`src/rtl/braun_mul8_seq_if.sv`:
```
// braun_mul8_seq_if: requester handshake plus 4x4 core nibble/product bus for braun_mul8_seq
interface braun_mul8_seq_if;
    logic        start;
    logic [7:0]  a;
    logic [7:0]  b;
    logic        busy;
    logic        done;
    logic [15:0] p;
    logic [3:0]  mul_a;
    logic [3:0]  mul_b;
    logic [7:0]  mul_p;
    modport slave (input start, a, b, mul_p, output busy, done, p, mul_a, mul_b);
    modport master (output start, a, b, mul_p, input busy, done, p, mul_a, mul_b);
endinterface

```
`src/rtl/braun_mul8_seq.sv`:
```
// braun_mul8_seq: 8x8 unsigned multiply over four cycles through one external 4x4 core
module braun_mul8_seq (
    input logic            clk,
    input logic            rst,
    braun_mul8_seq_if.slave bus
);
    typedef enum logic [1:0] {IDLE, RUN, DONE} state_t;
    state_t      state_q, state_d;
    logic [1:0]  step_q, step_d;
    logic [7:0]  ra_q, ra_d, rb_q, rb_d;
    logic [15:0] acc_q, acc_d, p_q, p_d, part, sum;
    // step[0] selects the high nibble of a, step[1] the high nibble of b
    assign bus.mul_a = (state_q == RUN) ? (step_q[0] ? ra_q[7:4] : ra_q[3:0]) : 4'd0;
    assign bus.mul_b = (state_q == RUN) ? (step_q[1] ? rb_q[7:4] : rb_q[3:0]) : 4'd0;
    assign part = (step_q == 2'd0) ? {8'd0, bus.mul_p} :
                  (step_q == 2'd3) ? {bus.mul_p, 8'd0} : {4'd0, bus.mul_p, 4'd0};
    assign sum = acc_q + part;
    assign bus.busy = (state_q == RUN);
    assign bus.done = (state_q == DONE);
    assign bus.p = p_q;
    always_comb begin
        state_d = state_q;
        step_d = step_q;
        ra_d = ra_q;
        rb_d = rb_q;
        acc_d = acc_q;
        p_d = p_q;
        case (state_q)
            IDLE, DONE: begin
                state_d = bus.start ? RUN : IDLE;
                if (bus.start) begin
                    ra_d = bus.a;
                    rb_d = bus.b;
                    acc_d = 16'd0;
                    step_d = 2'd0;
                end
            end
            RUN: begin
                acc_d = sum;
                step_d = step_q + 2'd1;
                if (step_q == 2'd3) begin
                    p_d = sum;
                    state_d = DONE;
                end
            end
            default: state_d = IDLE;
        endcase
    end
    always_ff @(posedge clk) begin
        if (rst) begin
            state_q <= IDLE;
            step_q <= 2'd0;
            ra_q <= 8'd0;
            rb_q <= 8'd0;
            acc_q <= 16'd0;
            p_q <= 16'd0;
        end else begin
            state_q <= state_d;
            step_q <= step_d;
            ra_q <= ra_d;
            rb_q <= rb_d;
            acc_q <= acc_d;
            p_q <= p_d;
        end
    end
endmodule

```
`src/flat_wrapper.sv`:
```
// flat-port wrapper written by rule: the top's interface ports become plain ports
module braun_mul8_seq_flat 
  (clk, rst, bus_start, bus_a, bus_b, bus_mul_p, bus_busy, bus_done, bus_p, bus_mul_a, bus_mul_b);
  braun_mul8_seq_if bus_i ();
  input logic clk;
  input logic rst;
  input wire logic [$bits(bus_i.start)-1:0] bus_start;
  input wire logic [$bits(bus_i.a)-1:0] bus_a;
  input wire logic [$bits(bus_i.b)-1:0] bus_b;
  input wire logic [$bits(bus_i.mul_p)-1:0] bus_mul_p;
  output wire logic [$bits(bus_i.busy)-1:0] bus_busy;
  output wire logic [$bits(bus_i.done)-1:0] bus_done;
  output wire logic [$bits(bus_i.p)-1:0] bus_p;
  output wire logic [$bits(bus_i.mul_a)-1:0] bus_mul_a;
  output wire logic [$bits(bus_i.mul_b)-1:0] bus_mul_b;
  assign bus_i.start = bus_start;
  assign bus_i.a = bus_a;
  assign bus_i.b = bus_b;
  assign bus_i.mul_p = bus_mul_p;
  assign bus_busy = bus_i.busy;
  assign bus_done = bus_i.done;
  assign bus_p = bus_i.p;
  assign bus_mul_a = bus_i.mul_a;
  assign bus_mul_b = bus_i.mul_b;
  braun_mul8_seq u_core (.clk(clk), .rst(rst), .bus(bus_i));
endmodule
```
`config.mk`:
```
export PLATFORM = sky130hd
export DESIGN_NAME = braun_mul8_seq_flat
export DESIGN_NICKNAME = d
export VERILOG_FILES = /design/src/rtl/braun_mul8_seq_if.sv /design/src/rtl/braun_mul8_seq.sv /design/src/flat_wrapper.sv
export SDC_FILE = /design/constraint.sdc
export NUM_CORES = 1
export LEC_CHECK = 0
export CORE_MARGIN = 2
export CORE_UTILIZATION = 45
export DETAILED_ROUTE_END_ITERATION = 16
export PLACE_DENSITY_LB_ADDON = 0.15
export SYNTH_ARGS = -nofsm -noshare
export SYNTH_HDL_FRONTEND = slang
export SYNTH_SLANG_ARGS = --single-unit
```
`constraint.sdc`:
```
create_clock -name clk -period 3.89 [get_ports clk]
set_input_delay 0.5835 -clock clk [delete_from_list [all_inputs] [get_ports clk]]
set_output_delay 0.5835 -clock clk [all_outputs]
set_load 0.01 [all_outputs]
```
## Word level (Yosys, flattened, before mapping)

Cells that the tools add are included.

| storage, ports and cells | value |
|---|---|
| flip-flop bits (word level) | 52 |
| input bits | 27 |
| output and inout port bits | 26 |
| logic and storage cells | 33 |

| operators by class | value |
|---|---|
| add/subtract/negate cells | 2 |
| eq/ne operators | 5 |
| multiplexer cells | 13 |
| reduce and logical (&&, ||, !) cells | 7 |

Operators with widths:

| cell | number |
|---|---|
| 16-bit 2-to-1 mux | 3 |
| 16-bit case mux with 2 select lines | 1 |
| 16-bit adder | 1 |
| 4-bit 2-to-1 mux | 4 |
| 2-bit case mux with 2 select lines | 2 |
| 2-bit AND reduction | 3 |
| 2-bit equality test (second input constant) | 2 |
| 2-bit zero test | 2 |
| 2-bit 2-to-1 mux | 2 |
| 2-bit by 1-bit adder with 2-bit output (second input constant) | 1 |
| 2-bit by 1-bit equality test with 1-bit output (second input constant) | 1 |
| 2-bit by 1-bit inequality test with 1-bit output (second input constant) | 1 |
| 2-bit inequality test (second input constant) | 1 |
| 2-bit nonzero test | 1 |
| 2-bit OR reduction | 1 |
| 1-bit 2-to-1 mux | 1 |

## Logic depth before layout (Yosys ltp)

Gate-level depths: netlist (run 1).

| depth | value |
|---|---|
| depth after elaboration | 5 |
| mapped depth | 13 |
| gate-level depth less buffers | 11 |

## Worst setup path before layout (run 1)

OpenSTA, ideal clock, no wires.

| timing | value |
|---|---|
| path type | reg-to-reg |
| start point | reg u_core.step_q[0] |
| end point | reg u_core.p_q[10], in the netlist u_core.bus.p[10] |
| setup time | 115 ps |
| arrival | 2988 ps |
| slack | 787 ps |
| cell stages (with the launch flop) | 13 |
| buffers on the path | 1 |
| cells stage by stage | dfxtp_1 -> clkbuf_1 -> inv_1 -> ha_1 -> and2_1 -> ha_1 -> fa_1 -> a21o_2 -> a221oi_2 -> o21ai_0 -> a211oi_1 -> nor3_1 -> o21ba_1 |

| between the ends | value |
|---|---|
| word-level cells in the longest chain between the ends | 4 |
| elaborated cells between the ends (all ways) | 6 |

Ends and longest elaborated chain:

| element | RTL line | source |
|---|---|---|
| start: declaration | braun_mul8_seq.sv:9 | `logic [1:0] step_q, step_d;` |
| start signal: assignment | braun_mul8_seq.sv:59 | `step_q <= step_d;` |
| 2-bit equality test | braun_mul8_seq.sv:16, braun_mul8_seq.sv:41 |  |
| 16-bit 2-to-1 mux | braun_mul8_seq.sv:16 | `(step_q == 2'd3) ? {bus.mul_p, 8'd0} : {4'd0, bus.mul_p, 4'd0};` |
| 16-bit 2-to-1 mux | braun_mul8_seq.sv:15 | `assign part = (step_q == 2'd0) ? {8'd0, bus.mul_p} :` |
| 16-bit adder | braun_mul8_seq.sv:17 | `assign sum = acc_q + part;` |
| end signal: assignment | braun_mul8_seq.sv:63 | `p_q <= p_d;` |
| end: declaration | braun_mul8_seq.sv:11 | `logic [15:0] acc_q, acc_d, p_q, p_d, part, sum;` |

Parallel ways exist; a longest one is shown, timed or not.
A chain may end at the register's enable or synchronous reset.

## Worst setup path in the final report (run 1)

| timing | value |
|---|---|
| start point | reg u_core.step_q[1] |
| end point | reg u_core.p_q[10], in the netlist u_core.bus.p[10] |

The elaborated chain is that of the path after synthesis.

==> metrics, run 1 <==
CP Cell Sequence=inv_1 -> ha_1 -> and2_1 -> ha_1 -> fa_1 -> a21o_2 -> a221oi_2 -> o21ai_0 -> a211oi_1 -> nor3_1 -> o21ba_1; FFs w/ async S/R, synth=0%; Initial Utilization=46.2%; Worst path slowest cell=dfxtp_1; worst-path maximum fanout=9; setup bufs post-CTS=0; clock latency on the worst-skew pair=0.32 ns; vias in the first global route=2503; crit path time final=3.33 ns; full die area=7100 sq um; Yosys cell types=50; Leak=0.00137 uW; clock buffer count from CTS=5; nets=446; Setup CP Type=flop to flop; Vert. Die Dim=84.3 um; Peak Freq=300 MHz; largest family of logic cells by synthesized area=compound AO/OA/AOI/OAI gates; ANT nets after route=0; Final Max Tran Viols=0; maximum vdd drop=165 uV; post-DR vias/cell=5.49; antenna diode count=0; most used flip-flop cell after synthesis=dfxtp_1; period utilization=85.7%; largest net degree at the start of global routing=30; CTS clock-pin slew for the worst setup and hold paths=0.10 ns; RSZ-0062 raised after global routing=false; Area Growth Syn to Fin=22.5%; # hold bufs at CTS=0; Post-Synth Adder-Cell Area=9.32%; drt drc=0; total iterations of the first detailed-routing run=4; M2 GR Usage=33.6%; PD cells=318 nW/um^2; row cnt=29; endpoints failing hold=0; 1st-iter DRT viols=174; CP required=4.11 ns; synthesized-area fraction occupied by and/or/nand/nor cells=21.3%; fraction of layout cells with a size suffix above 1=5.01%; WL/cell=15.6 um; initial antenna violation count=0; GPL Wtd Cong=0.952; htree depth=2; worst path bufs/invs=1; Avg Cell Area, Syn=8.10 sq um; I/O Pins=53; XOR/XNOR Fraction of Synth Area=4.23%; core area=6280 sq um; met1 Use GR=29.4%; Seq/Total Area, Yosys=35.9%; total wire length=7430 um; Crit. End Element=flop; Critical Path Stages=11; mux contribution to synthesized area=4.49%; CP Launch Type=flop; post-CTS resize count=0; Final Skew=0.0124 ns; port buffer count=52; syn_nets=406; grt peak-use layer=met2; Die Width=84.3 um; met3 Usage GRT=4.13%; synth warn=0; Util after Layout=56.6%; relative slew slack=44.9%; crit-path max cell delay=0.54 ns; CP delay by family, top=compound AO/OA/AOI/OAI gates; Final HPWL DP=5550 um; Setup TNS Final=0 ns; flops & latches, synth=52; number of synthesized flops with an enable pin=0; Mapped Area=2900 sq um; Sink Count=52; worst hold path class=flop to flop; Max Cap Viol=0; first-pass GRT wire length=12100 um; clock tree from TritonCTS=done; final setup vio count=0; Tightest Pin Transition=0.825 ns; post-synthesis cell count=358; worst reg2reg path depth=11; Root Driver=clkbuf_8; Synth Area in Compound Gates=21.4%; GRT Util Overall=21.2%; status=finished, final reports clean; Top cell by count, worst path=ha_1; DR vias=2612; Cells on Worst Hold Path=2; CP arrival=3.56 ns; total gr overflow=0; Clock Tree Buf Depth=2
worst register-to-register path, stage by stage, from the launching register on:
cell and delay, ns:
dfxtp_1 0.54, inv_1 0.11, ha_1 0.31, and2_1 0.21, ha_1 0.21, fa_1 0.41
a21o_2 0.25, a221oi_2 0.42, o21ai_0 0.18, a211oi_1 0.33, nor3_1 0.08, o21ba_1 0.20
path summary, 6_finish.rpt:
check	startpoint	end	slack [ns]
min	u_core.ra_q[0]$_SDFFE_PP0P_	u_core.ra_q[0]$_SDFFE_PP0P_	0.46
min reg2reg	u_core.ra_q[0]$_SDFFE_PP0P_	u_core.ra_q[0]$_SDFFE_PP0P_	0.46
max reg2reg	u_core.step_q[1]$_SDFFE_PP0P_	u_core.bus.p[10]$_SDFFE_PP0P_	0.56
max	u_core.step_q[1]$_SDFFE_PP0P_	u_core.bus.p[10]$_SDFFE_PP0P_	0.56
sequential cells by signal (all words and copies together) (netlist names):
signal          cells
u_core.acc_q       16
u_core.bus.p       16
u_core.ra_q         8
u_core.rb_q         8
u_core.state_q      2
u_core.step_q       2
where the power goes:
group / internal (uW) / total (uW) / switching [uW]
logic: 99.6 / 236 / 137
registers: 552 / 565 / 12.3
clock network: 144 / 329 / 185
cell families (layout without fill, tap and decap cells):
group,after synthesis,in the layout
mux,13,13
xor+xnor,14,14
simple gates,139,139
fa+ha+maj,21,21
compound gates,93,93
flops,52,52
buf+inv,26,67
cell usage in the layout, fill, tap and decap left out, drive strengths merged, types with 4 or more instances in the layout:
cell type,instances
xnor2,10
a22o,6
clkbuf,6
a21oi,40
inv,4
nand2b,7
nand2,66
ha,20
nor2,35
a22oi,7
nor3,4
mux2i,13
and2,12
nand3,5
a21o,5
xor2,4
clkdlybuf4s50,52
dfxtp,52
o21ai,10
metrics by stage:
step	hold slack (ns)	setup slack (ns)	area [sq um]	std cells	power, uW
floorplan	0.426	0.787	2900	358	728
global placement	0.443	0.617	3460	468	809
detailed placement	0.448	0.562	3460	468	810
CTS	0.462	0.563	3550	476	1140
global route	0.484	0.265	3550	476	1190
finish	0.459	0.557	3550	476	1130
cells in the mapped netlist, types with 2 or more instances:
| cell | n | area (sq um) |
|---|---|---|
| inv_1 | 4 | 15.0 |
| nand4_1 | 2 | 12.5 |
| mux2i_1 | 13 | 130 |
| a21oi_1 | 40 | 200 |
| a21o_2 | 2 | 17.5 |
| nor2b_1 | 3 | 18.8 |
| xnor2_1 | 10 | 87.6 |
| o21a_1 | 3 | 22.5 |
| nand3_1 | 5 | 25.0 |
| o21ai_0 | 9 | 45.0 |
| xor2_1 | 4 | 35.0 |
| dfxtp_1 | 52 | 1040 |
| o21bai_1 | 3 | 22.5 |
| clkbuf_1 | 18 | 67.6 |
| nand2b_1 | 7 | 43.8 |
| buf_1 | 3 | 11.3 |
| nor2_1 | 35 | 131 |
| ha_1 | 20 | 250 |
| a22o_1 | 6 | 52.6 |
| a211oi_1 | 3 | 22.5 |
| nor3_1 | 3 | 15.0 |
| a22oi_1 | 7 | 52.6 |
| and2_1 | 11 | 68.8 |
| o31ai_1 | 2 | 15.0 |
| a21o_1 | 3 | 22.5 |
| nand2_1 | 66 | 248 |
routing by layer:
metal	share of wire, %	vias to the layer above	routed length, um
li1	-	1315	-
met1	51	1220	3770
met2	44	67	3240
met3	4.4	10	326
met4	1.1	0	85
met5	0	-	0
area by class of cell:
cell class | count | area (sq um)
Multi-Input combinational cell | 280 | 1760
Inverter | 4 | 15.0
Tap cell | 77 | 96.3
Sequential cell | 52 | 1040
Timing Repair Buffer | 55 | 543
Fill cell | 648 | 2720
Clock buffer | 6 | 82.6
Clock inverter | 2 | 15.0
Note: power is estimated with default switching activity, not from simulation.
==> run 2: changes to the inputs <==
- CELL_PAD_IN_SITES_DETAIL_PLACEMENT: default -> 1
- CELL_PAD_IN_SITES_GLOBAL_PLACEMENT: default -> 1
- CORE_UTILIZATION: 45 -> 39
- GPL_ROUTABILITY_DRIVEN: default -> 0
==> metrics, run 2 (synthesis results as in run 1) <==
drt drc=0; P_int=782 uW; status=finished, final reports clean; Crit. End Element=flop; WL/cell=16.0 um; Net Switching=338 uW; Vert. Die Dim=90.2 um; worst hold path class=flop to flop; maximum vdd drop=200 uV; Leak=0.00137 uW; PD cells=312 nW/um^2; CP arrival=3.49 ns; initial antenna violation count=0; row cnt=31; vias in the first global route=2820; sequential share of power=50.4%; worst reg2reg path depth=12; Area Growth Syn to Fin=23.5%; Util after Layout=49.7%; Worst path slowest cell=a221oi_2; setup bufs post-CTS=0; 1st-iter DRT viols=59; # hold bufs at CTS=0; Fill cells=892; Sink Count=52; Gate power share=21.3%; commonest non-fill, non-tap cell in the layout=nand2_1; post-CTS resize count=0; full die area=8140 sq um; relative slew slack=51.8%; worst path bufs/invs=2; Setup CP Type=flop to flop; clock power share=28.3%; Max Cap Viol=0; antenna diode count=0; Tightest Pin Transition=0.721 ns; total iterations of the first detailed-routing run=4; post-route cell area=3580 sq um; DR vias=2649; I/O Pins=53; fraction of layout cells with a size suffix above 1=5.49%; htree depth=2; post-DR vias/cell=5.30; Final Max Tran Viols=0; endpoints failing hold=0; Root Driver=clkbuf_8; Top cell by count, worst path=ha_1; Cells on Worst Hold Path=2; dpl cell area=3490 sq um; first-pass GRT wire length=13600 um; port buffer count=52; nets=448; Die Width=90.2 um; total wire length=7980 um; clock buffer count from CTS=5; largest net degree at the start of global routing=30; period utilization=84.3%; Sw Share=30.2%; CP delay by family, top=compound AO/OA/AOI/OAI gates; crit-path max cell delay=0.44 ns; Clock Tree Buf Depth=2; crit path time final=3.28 ns; Critical Path Stages=12; RSZ-0062 raised after global routing=false; core area=7210 sq um; CP required=4.11 ns; CTS clock-pin slew for the worst setup and hold paths=0.09 ns; Setup TNS Final=0 ns; most frequent cells in the layout=nand2_1, dfxtp_1, clkdlybuf4s50_1, a21oi_1, nor2_1; CP Cell Sequence=buf_4 -> inv_1 -> ha_1 -> and2_1 -> ha_1 -> fa_1 -> a21o_2 -> a221oi_2 -> o21ai_0 -> a211oi_1 -> nor3_1 -> o21ba_1; total gr overflow=0; GRT Util Overall=20.5%; final hold slack=0.461 ns; clock tree from TritonCTS=done; clock latency on the worst-skew pair=0.31 ns; ANT nets after route=0; Peak Freq=305 MHz; worst-path maximum fanout=9; Final HPWL DP=6150 um; CP Launch Type=flop; final setup vio count=0; Final Skew=0.00345 ns; Initial Utilization=40.2%
==> run 2: cell count changes in the layout (fill, tap and decap cells not counted) <==
cell             previous run  this run
buf_2                       0         1
buf_4                       3         5
clkbuf_1                    0         1
clkbuf_8                    6         5
clkdlybuf4s50_1            52        51
clkinv_4                    0         1
clkinvlp_4                  2         1
==> run 2: worst paths after layout <==
check                           startpoint                       endpoint  slack (ns)
min           u_core.bus.p[7]$_SDFFE_PP0P_   u_core.bus.p[7]$_SDFFE_PP0P_        0.46
max          u_core.step_q[0]$_SDFFE_PP0P_  u_core.bus.p[10]$_SDFFE_PP0P_        0.61
min reg2reg   u_core.bus.p[7]$_SDFFE_PP0P_   u_core.bus.p[7]$_SDFFE_PP0P_        0.46
max reg2reg  u_core.step_q[0]$_SDFFE_PP0P_  u_core.bus.p[10]$_SDFFE_PP0P_        0.61
==> run 2: power by group through the flow <==
stage | clock network (uW) | registers [uW] | logic, uW
after floorplan | 0 | 574 | 155
after global placement | 0 | 576 | 232
after detailed placement | 0 | 577 | 237
after CTS | 330 | 565 | 238
after global routing | 355 | 568 | 263
final | 317 | 564 | 238
==> run 2: final cells by class <==
class | instances | area (sq um) | area share, %
repair buffers | 57 | 553 | 15.4
clock buffers | 6 | 72.6 | 2.03
inverters | 4 | 15.0 | 0.419
flip-flops and latches | 52 | 1040 | 29.1
multi-input cells | 280 | 1760 | 49.1
clock inverters | 2 | 16.3 | 0.454
well taps | 99 | 124 | 3.46
==> run 2: stage by stage <==
step | worst slack [ns] | power (uW) | std cells
3_3_place_gp | 0.559 | 808 | 492
3_5_place_dp | 0.519 | 813 | 492
6_report | 0.611 | 1120 | 500
5_1_grt | 0.469 | 1190 | 500
4_1_cts | 0.638 | 1130 | 500
2_1_floorplan | 0.787 | 728 | 358
==> run 2: routing by layer <==
metal	vias to the layer above	part of all wire, %	global-route usage [%]
met4	0	1.4	5.64
li1	1319	-	-
met3	9	2.6	3.52
met2	37	48	35.6
met1	1284	48	26.3
met5	-	0	0
==> run 2: worst register-to-register path: stages (launching register included) <==
cell and delay, ns:
dfxtp_1 0.33, buf_4 0.18, inv_1 0.08, ha_1 0.30, and2_1 0.20, ha_1 0.21
fa_1 0.41, a21o_2 0.25, a221oi_2 0.44, o21ai_0 0.18, a211oi_1 0.34, nor3_1 0.08
o21ba_1 0.20
==> run 3: changes to the inputs <==
- CORE_UTILIZATION: 39 -> 35
- clock period: 3.89 -> 2.75 ns (I/O delays scaled with it)
==> metrics, run 3 (synthesis results as in run 1) <==
Clock Tree Buf Depth=2; crit path time final=2.64 ns; Worst path slowest cell=dfxtp_4; # hold bufs at CTS=0; Worst R2R Start=u_core.step_q[1]$_SDFFE_PP0P_; crit-path max cell delay=0.39 ns; Die Width=95.0 um; port buffer count=52; total wire length=8710 um; largest net degree at the start of global routing=29; WL/cell=16.3 um; beginning of the critical path=u_core.step_q[1]$_SDFFE_PP0P_; Root Driver=clkbuf_8; full die area=9030 sq um; ANT nets after route=0; total gr overflow=0; post-place setup slack=-0.182 ns; Final HPWL DP=6600 um; HP Start=u_core.bus.p[4]$_SDFFE_PP0P_; Area Growth Syn to Fin=34.4%; Util after Layout=47.9%; Final Max Tran Viols=0; multi-input logic area=1850 sq um; Fill cells=973; I/O Pins=53; row cnt=33; 1st-iter DRT viols=68; Setup CP Type=flop to flop; Initial Utilization=35.7%; final worst setup slack=0.114 ns; clock tree from TritonCTS=done; commonest non-fill, non-tap cell in the layout=nand2_1; endpoints failing hold=0; Max Cap Viol=0; CTS clock-pin slew for the worst setup and hold paths=0.11 ns; vias in the first global route=2742; antenna diode count=0; worst hold path class=flop to flop; FF/Latch Area=1050 sq um; relative slew slack=46.8%; clock latency on the worst-skew pair=0.32 ns; drt drc=0; most frequent cells in the layout=nand2_1, clkdlybuf4s50_1, dfxtp_1, a21oi_1, nor2_1; DR vias=2779; Tightest Pin Transition=0.794 ns; final setup vio count=0; Sink Count=52; maximum vdd drop=222 uV; CP Launch Type=flop; PD cells=430 nW/um^2; GRT Util Overall=19.5%; RSZ-0062 raised after global routing=true; CP Cell Sequence=inv_2 -> ha_4 -> and2_1 -> ha_2 -> fa_2 -> a21o_4 -> a221oi_4 -> o21ai_4 -> a21oi_2 -> xor2_1 -> a211oi_1; worst-path maximum fanout=5; CP required=2.95 ns; Tot Pwr=1680 uW; Vert. Die Dim=95.0 um; first-pass GRT wire length=13700 um; Crit. End Element=flop; Peak Freq=379 MHz; fraction of layout cells with a size suffix above 1=15.7%; nets=475; status=finished, final reports clean; Final Skew=0.0147 ns; clock buffer count from CTS=5; post-DR vias/cell=5.21; CP arrival=2.84 ns; period utilization=95.8%; total iterations of the first detailed-routing run=4; final hold slack=0.460 ns; initial antenna violation count=0; htree depth=2; core area=8130 sq um; Leak=0.00157 uW
[run 3: cell count changes in the layout (fill, tap and decap cells not counted), sizes merged]
cell / delta
clkbuf: -1
inv: +1
buf: +27
[run 3: what timing repair did]
item	4_1_cts	5_1_grt
buffers inserted	0	2
cloned	0	0
resized for setup	3	18
setup endpoints to repair	8	13
pin swaps	1	12
[run 3: cell type report]
cell class                      instances  area share [%]
Clock buffer                            5            1.77
Clock inverter                          3           0.706
Inverter                                4           0.385
Multi-Input combinational cell        280            47.5
Sequential cell                        52            26.9
Tap cell                              105            3.37
Timing Repair Buffer                   84            19.4
[run 3: per-layer routing]
| layer | GRT usage (%) | share of wire [%] |
|---|---|---|
| met3 | 2.92 | 2.5 |
| met1 | 25.7 | 47 |
| met5 | 0 | 0 |
| met4 | 3.14 | 0.59 |
| met2 | 34.5 | 50 |
[run 3: final timing paths]
kind	end	slack, ns	depth (start not counted)
max	u_core.bus.p[14]$_SDFFE_PP0P_	0.11	11
min	u_core.bus.p[4]$_SDFFE_PP0P_	0.46	2
max reg2reg	u_core.bus.p[14]$_SDFFE_PP0P_	0.11	11
min reg2reg	u_core.bus.p[4]$_SDFFE_PP0P_	0.46	2
[run 3: report_power, final]
| part | switching, uW | internal, uW |
|---|---|---|
| sequential | 18.6 | 781 |
| clock | 296 | 188 |
| combinational | 213 | 181 |
| total | 528 | 1150 |
[run 3: through the flow]
| stage | cell area [sq um] | setup TNS [ns] | std cells |
|---|---|---|---|
| floorplan | 2940 | 0 | 358 |
| global placement | 3710 | -0.730 | 523 |
| detailed placement | 3710 | -1.69 | 523 |
| CTS | 3810 | 0 | 531 |
| global route | 3900 | -0.0173 | 533 |
| finish | 3900 | 0 | 533 |
[run 3: critical path: cells and delay by family, from the launching register on]
kind / cells / cell delay (ns)
AO/OA/AOI/OAI: 5 / 1.00
buffers and inverters: 1 / 0.06
XOR/XNOR: 1 / 0.20
AND/OR/NAND/NOR: 1 / 0.16
flip-flops: 1 / 0.39
adder cells (fa/ha/maj): 3 / 0.70
